## src/rtl/branch_flush_if.sv

```systemverilog
// Bundle between the EX stage / ALU and the branch flush controller.
// The EX side (master) presents the branch decode fields, the ALU zero flag
// and the stall; the controller (slave) returns the PC redirect, the pipeline
// register flushes and the optional statistics counters.
interface branch_flush_if #(
  parameter int ADDR_W = 32
);
  // EX-stage branch decode and ALU result
  logic              branch_valid;
  logic              branch_is_ne;
  logic              jump;
  logic              ZeroFlag;
  logic [ADDR_W-1:0] target_addr;
  logic              ex_stall;

  // Redirect / flush responses
  logic              pc_sel;
  logic [ADDR_W-1:0] pc_target;
  logic              flush_if_id;
  logic              flush_id_ex;
  logic              misalign_err;
  logic              busy;

  // Statistics (zero when the counters are not built)
  logic [31:0]       stat_branches;
  logic [31:0]       stat_taken;

  modport master (
    output branch_valid, branch_is_ne, jump, ZeroFlag, target_addr, ex_stall,
    input  pc_sel, pc_target, flush_if_id, flush_id_ex, misalign_err, busy,
    input  stat_branches, stat_taken
  );

  modport slave (
    input  branch_valid, branch_is_ne, jump, ZeroFlag, target_addr, ex_stall,
    output pc_sel, pc_target, flush_if_id, flush_id_ex, misalign_err, busy,
    output stat_branches, stat_taken
  );
endinterface

```

## src/rtl/branch_flush_ctrl.sv

```systemverilog
// Branch resolution and pipeline redirect sequencer (static predict-not-taken).
// A branch/jump in EX is resolved with the ALU zero flag; a taken, word-aligned
// target produces a one-cycle pc_sel pulse plus FLUSH_CYCLES non-stalled cycles
// of IF/ID and ID/EX flush. A taken but misaligned target only raises a
// one-cycle misalign_err and leaves the PC alone.
// Optional statistics counters are built when BRANCH_FLUSH_STATS_EN is defined;
// otherwise stat_branches/stat_taken are tied to zero.
module branch_flush_ctrl #(
  parameter int ADDR_W       = 32,
  parameter int FLUSH_CYCLES = 2   // legal range 1..15
) (
  input logic           clk,
  input logic           rst_n,
  branch_flush_if.slave bus
);

  // Counter is loaded with FLUSH_CYCLES-1 and counts down to 0, so four bits
  // cover the whole legal range.
  localparam logic [3:0] CNT_LOAD = 4'(FLUSH_CYCLES - 1);

  typedef enum logic {
    IDLE  = 1'b0,
    FLUSH = 1'b1
  } state_t;

  state_t            state_reg;
  logic [3:0]        cnt_reg;
  logic              pc_sel_reg;
  logic [ADDR_W-1:0] pc_target_reg;
  logic              flush_reg;
  logic              misalign_reg;
  logic              busy_reg;

  logic evaluate;
  logic taken;
  logic aligned;
  logic redirect;
  logic misalign;

  // A branch is only looked at in IDLE with EX moving; anything presented
  // during FLUSH is the instruction being squashed and is ignored.
  assign evaluate = (state_reg == IDLE) && bus.branch_valid && !bus.ex_stall;
  assign taken    = bus.jump | (bus.ZeroFlag ^ bus.branch_is_ne);
  assign aligned  = (bus.target_addr[1:0] == 2'b00);
  assign redirect = evaluate && taken && aligned;
  assign misalign = evaluate && taken && !aligned;

  // Redirect FSM: all outputs are registered and cleared asynchronously.
  always_ff @(posedge clk or negedge rst_n) begin
    if (!rst_n) begin
      state_reg     <= IDLE;
      cnt_reg       <= 4'd0;
      pc_sel_reg    <= 1'b0;
      pc_target_reg <= '0;
      flush_reg     <= 1'b0;
      misalign_reg  <= 1'b0;
      busy_reg      <= 1'b0;
    end else begin
      // Both pulses last exactly one cycle regardless of stall.
      pc_sel_reg   <= 1'b0;
      misalign_reg <= 1'b0;
      case (state_reg)
        IDLE: begin
          if (redirect) begin
            state_reg     <= FLUSH;
            cnt_reg       <= CNT_LOAD;
            pc_sel_reg    <= 1'b1;
            pc_target_reg <= bus.target_addr;
            flush_reg     <= 1'b1;
            busy_reg      <= 1'b1;
          end else if (misalign) begin
            // pc_target deliberately keeps its previous value
            misalign_reg <= 1'b1;
          end
        end
        FLUSH: begin
          // Only non-stalled cycles count towards the flush length
          if (!bus.ex_stall) begin
            if (cnt_reg == 4'd0) begin
              state_reg <= IDLE;
              flush_reg <= 1'b0;
              busy_reg  <= 1'b0;
            end else begin
              cnt_reg <= cnt_reg - 4'd1;
            end
          end
        end
        default: begin
          state_reg <= IDLE;
          flush_reg <= 1'b0;
          busy_reg  <= 1'b0;
        end
      endcase
    end
  end

  assign bus.pc_sel       = pc_sel_reg;
  assign bus.pc_target    = pc_target_reg;
  assign bus.flush_if_id  = flush_reg;
  assign bus.flush_id_ex  = flush_reg;
  assign bus.misalign_err = misalign_reg;
  assign bus.busy         = busy_reg;

`ifdef BRANCH_FLUSH_STATS_EN
  // Index 0 counts evaluated branches, index 1 counts real redirects
  // (misaligned taken branches never redirect, so they are not counted).
  logic [1:0] stat_inc;
  assign stat_inc = {redirect, evaluate};

  generate
    for (genvar gi = 0; gi < 2; gi++) begin : g_stat
      logic [31:0] count_reg;

      // Saturating event counter, cleared only by reset
      always_ff @(posedge clk or negedge rst_n) begin
        if (!rst_n) begin
          count_reg <= 32'd0;
        end else if (stat_inc[gi] && (count_reg != 32'hFFFF_FFFF)) begin
          count_reg <= count_reg + 32'd1;
        end
      end
    end
  endgenerate

  assign bus.stat_branches = g_stat[0].count_reg;
  assign bus.stat_taken    = g_stat[1].count_reg;
`else
  assign bus.stat_branches = 32'd0;
  assign bus.stat_taken    = 32'd0;
`endif

endmodule

```

## src/flat_wrapper.sv

```systemverilog
// flat-port wrapper written by rule: the top's interface ports become plain ports
module branch_flush_ctrl_flat 
#(
  parameter int ADDR_W       = 32,
  parameter int FLUSH_CYCLES = 2                       
)
  (clk, rst_n, bus_branch_valid, bus_branch_is_ne, bus_jump, bus_ZeroFlag, bus_target_addr, bus_ex_stall, bus_pc_sel, bus_pc_target, bus_flush_if_id, bus_flush_id_ex, bus_misalign_err, bus_busy, bus_stat_branches, bus_stat_taken);
  branch_flush_if #(.ADDR_W(ADDR_W)) bus_i ();
  input logic clk;
  input logic rst_n;
  input wire logic [$bits(bus_i.branch_valid)-1:0] bus_branch_valid;
  input wire logic [$bits(bus_i.branch_is_ne)-1:0] bus_branch_is_ne;
  input wire logic [$bits(bus_i.jump)-1:0] bus_jump;
  input wire logic [$bits(bus_i.ZeroFlag)-1:0] bus_ZeroFlag;
  input wire logic [$bits(bus_i.target_addr)-1:0] bus_target_addr;
  input wire logic [$bits(bus_i.ex_stall)-1:0] bus_ex_stall;
  output wire logic [$bits(bus_i.pc_sel)-1:0] bus_pc_sel;
  output wire logic [$bits(bus_i.pc_target)-1:0] bus_pc_target;
  output wire logic [$bits(bus_i.flush_if_id)-1:0] bus_flush_if_id;
  output wire logic [$bits(bus_i.flush_id_ex)-1:0] bus_flush_id_ex;
  output wire logic [$bits(bus_i.misalign_err)-1:0] bus_misalign_err;
  output wire logic [$bits(bus_i.busy)-1:0] bus_busy;
  output wire logic [$bits(bus_i.stat_branches)-1:0] bus_stat_branches;
  output wire logic [$bits(bus_i.stat_taken)-1:0] bus_stat_taken;
  assign bus_i.branch_valid = bus_branch_valid;
  assign bus_i.branch_is_ne = bus_branch_is_ne;
  assign bus_i.jump = bus_jump;
  assign bus_i.ZeroFlag = bus_ZeroFlag;
  assign bus_i.target_addr = bus_target_addr;
  assign bus_i.ex_stall = bus_ex_stall;
  assign bus_pc_sel = bus_i.pc_sel;
  assign bus_pc_target = bus_i.pc_target;
  assign bus_flush_if_id = bus_i.flush_if_id;
  assign bus_flush_id_ex = bus_i.flush_id_ex;
  assign bus_misalign_err = bus_i.misalign_err;
  assign bus_busy = bus_i.busy;
  assign bus_stat_branches = bus_i.stat_branches;
  assign bus_stat_taken = bus_i.stat_taken;
  branch_flush_ctrl #(.ADDR_W(ADDR_W), .FLUSH_CYCLES(FLUSH_CYCLES)) u_core (.clk(clk), .rst_n(rst_n), .bus(bus_i));
endmodule
```

## config.mk

```make
export PLATFORM = sky130hd
export DESIGN_NAME = branch_flush_ctrl_flat
export DESIGN_NICKNAME = d
export VERILOG_FILES = /design/src/rtl/branch_flush_if.sv /design/src/rtl/branch_flush_ctrl.sv /design/src/flat_wrapper.sv
export SDC_FILE = /design/constraint.sdc
export NUM_CORES = 1
export LEC_CHECK = 0
export ABC_AREA = 0
export CAP_MARGIN = 20
export CORE_MARGIN = 10
export CORE_UTILIZATION = 33
export CTS_CLUSTER_DIAMETER = 40
export DETAILED_ROUTE_END_ITERATION = 12
export GPL_ROUTABILITY_DRIVEN = 0
export PLACE_DENSITY_LB_ADDON = 0.3
export SLEW_MARGIN = 20
export SYNTH_ARGS = -nofsm -noshare
export SYNTH_HDL_FRONTEND = slang
export SYNTH_SLANG_ARGS = --single-unit
```

## constraint.sdc

```tcl
create_clock -name clk -period 1.7 [get_ports clk]
set_input_delay 0.51 -clock clk [delete_from_list [all_inputs] [get_ports clk]]
set_output_delay 0.51 -clock clk [all_outputs]
set_load 0.1 [all_outputs]
```

==> out/metrics.csv <==
metric;value;unit
Hold Buf Count CTS;0;
GRT Resource Usage Total;0.0997;
Slew Viols, Final;0;
metal1 wirelength;2060;um
Layout Cells excl Fill;346;
CTS tree;built;
most common flop cell mapped by yosys;dfrtp_1;
input/output buffers;75;
commonest non-fill, non-tap cell in the layout;conb_1;
synth warn;0;
max cap viols;0;
max FFs per register;32;
ANT cells;0;
crit end category;flip-flop;
num rows;29;
area grow syn2layout;60.6;%
TritonCTS Buffers;5;
critical path data arrival time;1.85;ns
HPWL Detailed;4110;um
core area;6390;um^2
vias in the first global route;1516;
Top Family by Delay on Critical Path;simple AND/OR/NAND/NOR gates;
crit-path cells;dlygate4sd2_1 > or4_4 > clkinv_8 > buf_12 > mux2_4;
ys async rst share;1.00;
Place WS;-0.701;ns
routed vias;1365;
Root Buffer;clkbuf_8;
largest net degree at the start of global routing;41;
biggest cell delay along the critical path;0.54;ns
#FFs+latches synth;40;
highest metal used;met4;
Clk Latency, worst-skew pair;0.29;ns
Final Hold Vio Count;0;
commonest cells after routing, fill and taps aside;conb_1 (64), buf_12 (41), dfrtp_1 (39), mux2_4 (30), clkdlybuf4s50_1 (30);
remaining global-route overflow;0;
met2 wire len;2500;um
Seq/Total Area, Yosys;0.458;
Critical path buffers and inverters;3;
crit share post-route;0.984;
Initial Utilization;0.342;
CP startpoint kind;input port;
Clock transition at path regs;0.08;ns
final hold slack;0.184;ns
first-pass GRT wire length;8150;um
Fin Setup TNS;0;ns
crit path launch;bus_target_addr[0];
# placed instances;333;
drt total wl;5260;um
Final Critical Period;1.67;ns
Die Area;10300;um^2
RSZ-0062 raised after global routing;true;
clk buf depth;2;
layout cell share with drive strength beyond 1;0.416;
num ports;140;
Sink Count;40;
Vert. Die Dim;101;um
final setup margin;0.0274;ns
drt drc;0;
initial DRC count;23;
Post-Route Skew;0.00741;ns
Post-Syn Instances;173;
Die W;101;um
Critical Path RT;1.87;ns
fill count;530;
Worst Hold Class;in -> async;
Fmax;0.598;GHz
routed len/inst;15.2;um
mean post-synth cell area;12.6;um^2
Final nets;308;
Routed Antenna Nets;0;
First-pass DRT Iterations;4;
critical register-to-register path startpoint;u_core.state_reg;
met3 wire len;674;um
outcome;complete, no violations;
Netlist Area Pre-Place;2190;um^2
number of synthesized flops with an enable pin;0;
initial antenna violation count;0;
critical path's slowest cell;or4_4;
synth unique cells;30;
setup violators final;0;
worst-path fanout max;8;
critical path class;in -> reg;
H-tree levels;2;
via/cell ratio;3.95;
## Yosys cell counts, types with 2 or more instances
| master | number | area (um^2) |
|---|---|---|
| buf_12 | 2 | 40.0 |
| nor3_1 | 2 | 10.0 |
| dfrtp_1 | 40 | 1000 |
| mux2_4 | 20 | 300 |
| o21ai_0 | 2 | 10.0 |
| and2_1 | 3 | 18.8 |
| mux2_1 | 7 | 78.8 |
| nand3_1 | 3 | 15.0 |
| buf_4 | 66 | 495 |
| nor2_1 | 2 | 7.51 |
| mux2_2 | 4 | 45.0 |
| inv_1 | 3 | 11.3 |
| o21a_1 | 2 | 15.0 |
## metal layers
| metal | track usage | up-vias |
|---|---|---|
| li1 | - | 634 |
| met1 | 0.116 | 641 |
| met2 | 0.157 | 85 |
| met3 | 0.0558 | 5 |
| met4 | 0.0225 | 0 |
| met5 | 0 | - |
## worst register-to-register path, stage by stage, from the launching register on
cell	delay [ns]
dfrtp_1	0.39
or4_4	0.59
clkinv_8	0.11
buf_12	0.14
mux2_4	0.30
## repair_timing
item                                    CTS  global route
buffers inserted                          7             0
endpoints found under the setup margin   39            36
cloned                                    2             0
pin swaps                                 4             4
gates resized for setup                  43             7
## layout make-up
cell class,instances,area (um^2),share of cell area
clock buffers,6,72.6,0.0207
clock inverters,2,35.0,0.00998
inverters,4,27.5,0.00784
multi-input cells,123,956,0.272
flip-flops and latches,40,1000,0.285
well taps,77,96.3,0.0274
repair buffers,94,1320,0.377
## logic make-up (layout without fill, tap and decap cells)
kind of cell	Yosys count	count (layout)	synth area share
and+or+nand+nor	18	18	0.0498
buffers and inverters	73	106	0.261
muxes	32	32	0.199
xor gates and xnor gates	1	1	0.00401
AOI/OAI and AO/OA	7	7	0.0217
DFF	40	40	0.458
adders and majority gates	1	1	0.00572
other	1	64	0.00171
## final timing paths
kind,end,slack [ns],cells past startpoint
worst max-delay path,u_core.bus.pc_target[3],0.03,5
min in group clk,u_core.bus.pc_target[0],0.56,1
worst min-delay path,u_core.bus.pc_target[4],0.18,2
max in group asynchronous,u_core.bus.flush_id_ex,1.31,2
worst max register to register,u_core.bus.pc_target[3],0.06,4
worst min register to register,u_core.bus.pc_target[0],0.56,1
## metrics by stage
stage / utilization / instance area (um^2)
2_1_floorplan: - / 2420
3_3_place_gp: 0.506 / 3230
3_5_place_dp: 0.506 / 3230
4_1_cts: 0.557 / 3550
5_1_grt: 0.550 / 3510
6_report: 0.550 / 3510
Power is left out: the tool's default activity adds up to more than one toggle a clock period on the data nets, which glitch-free logic cannot reach.
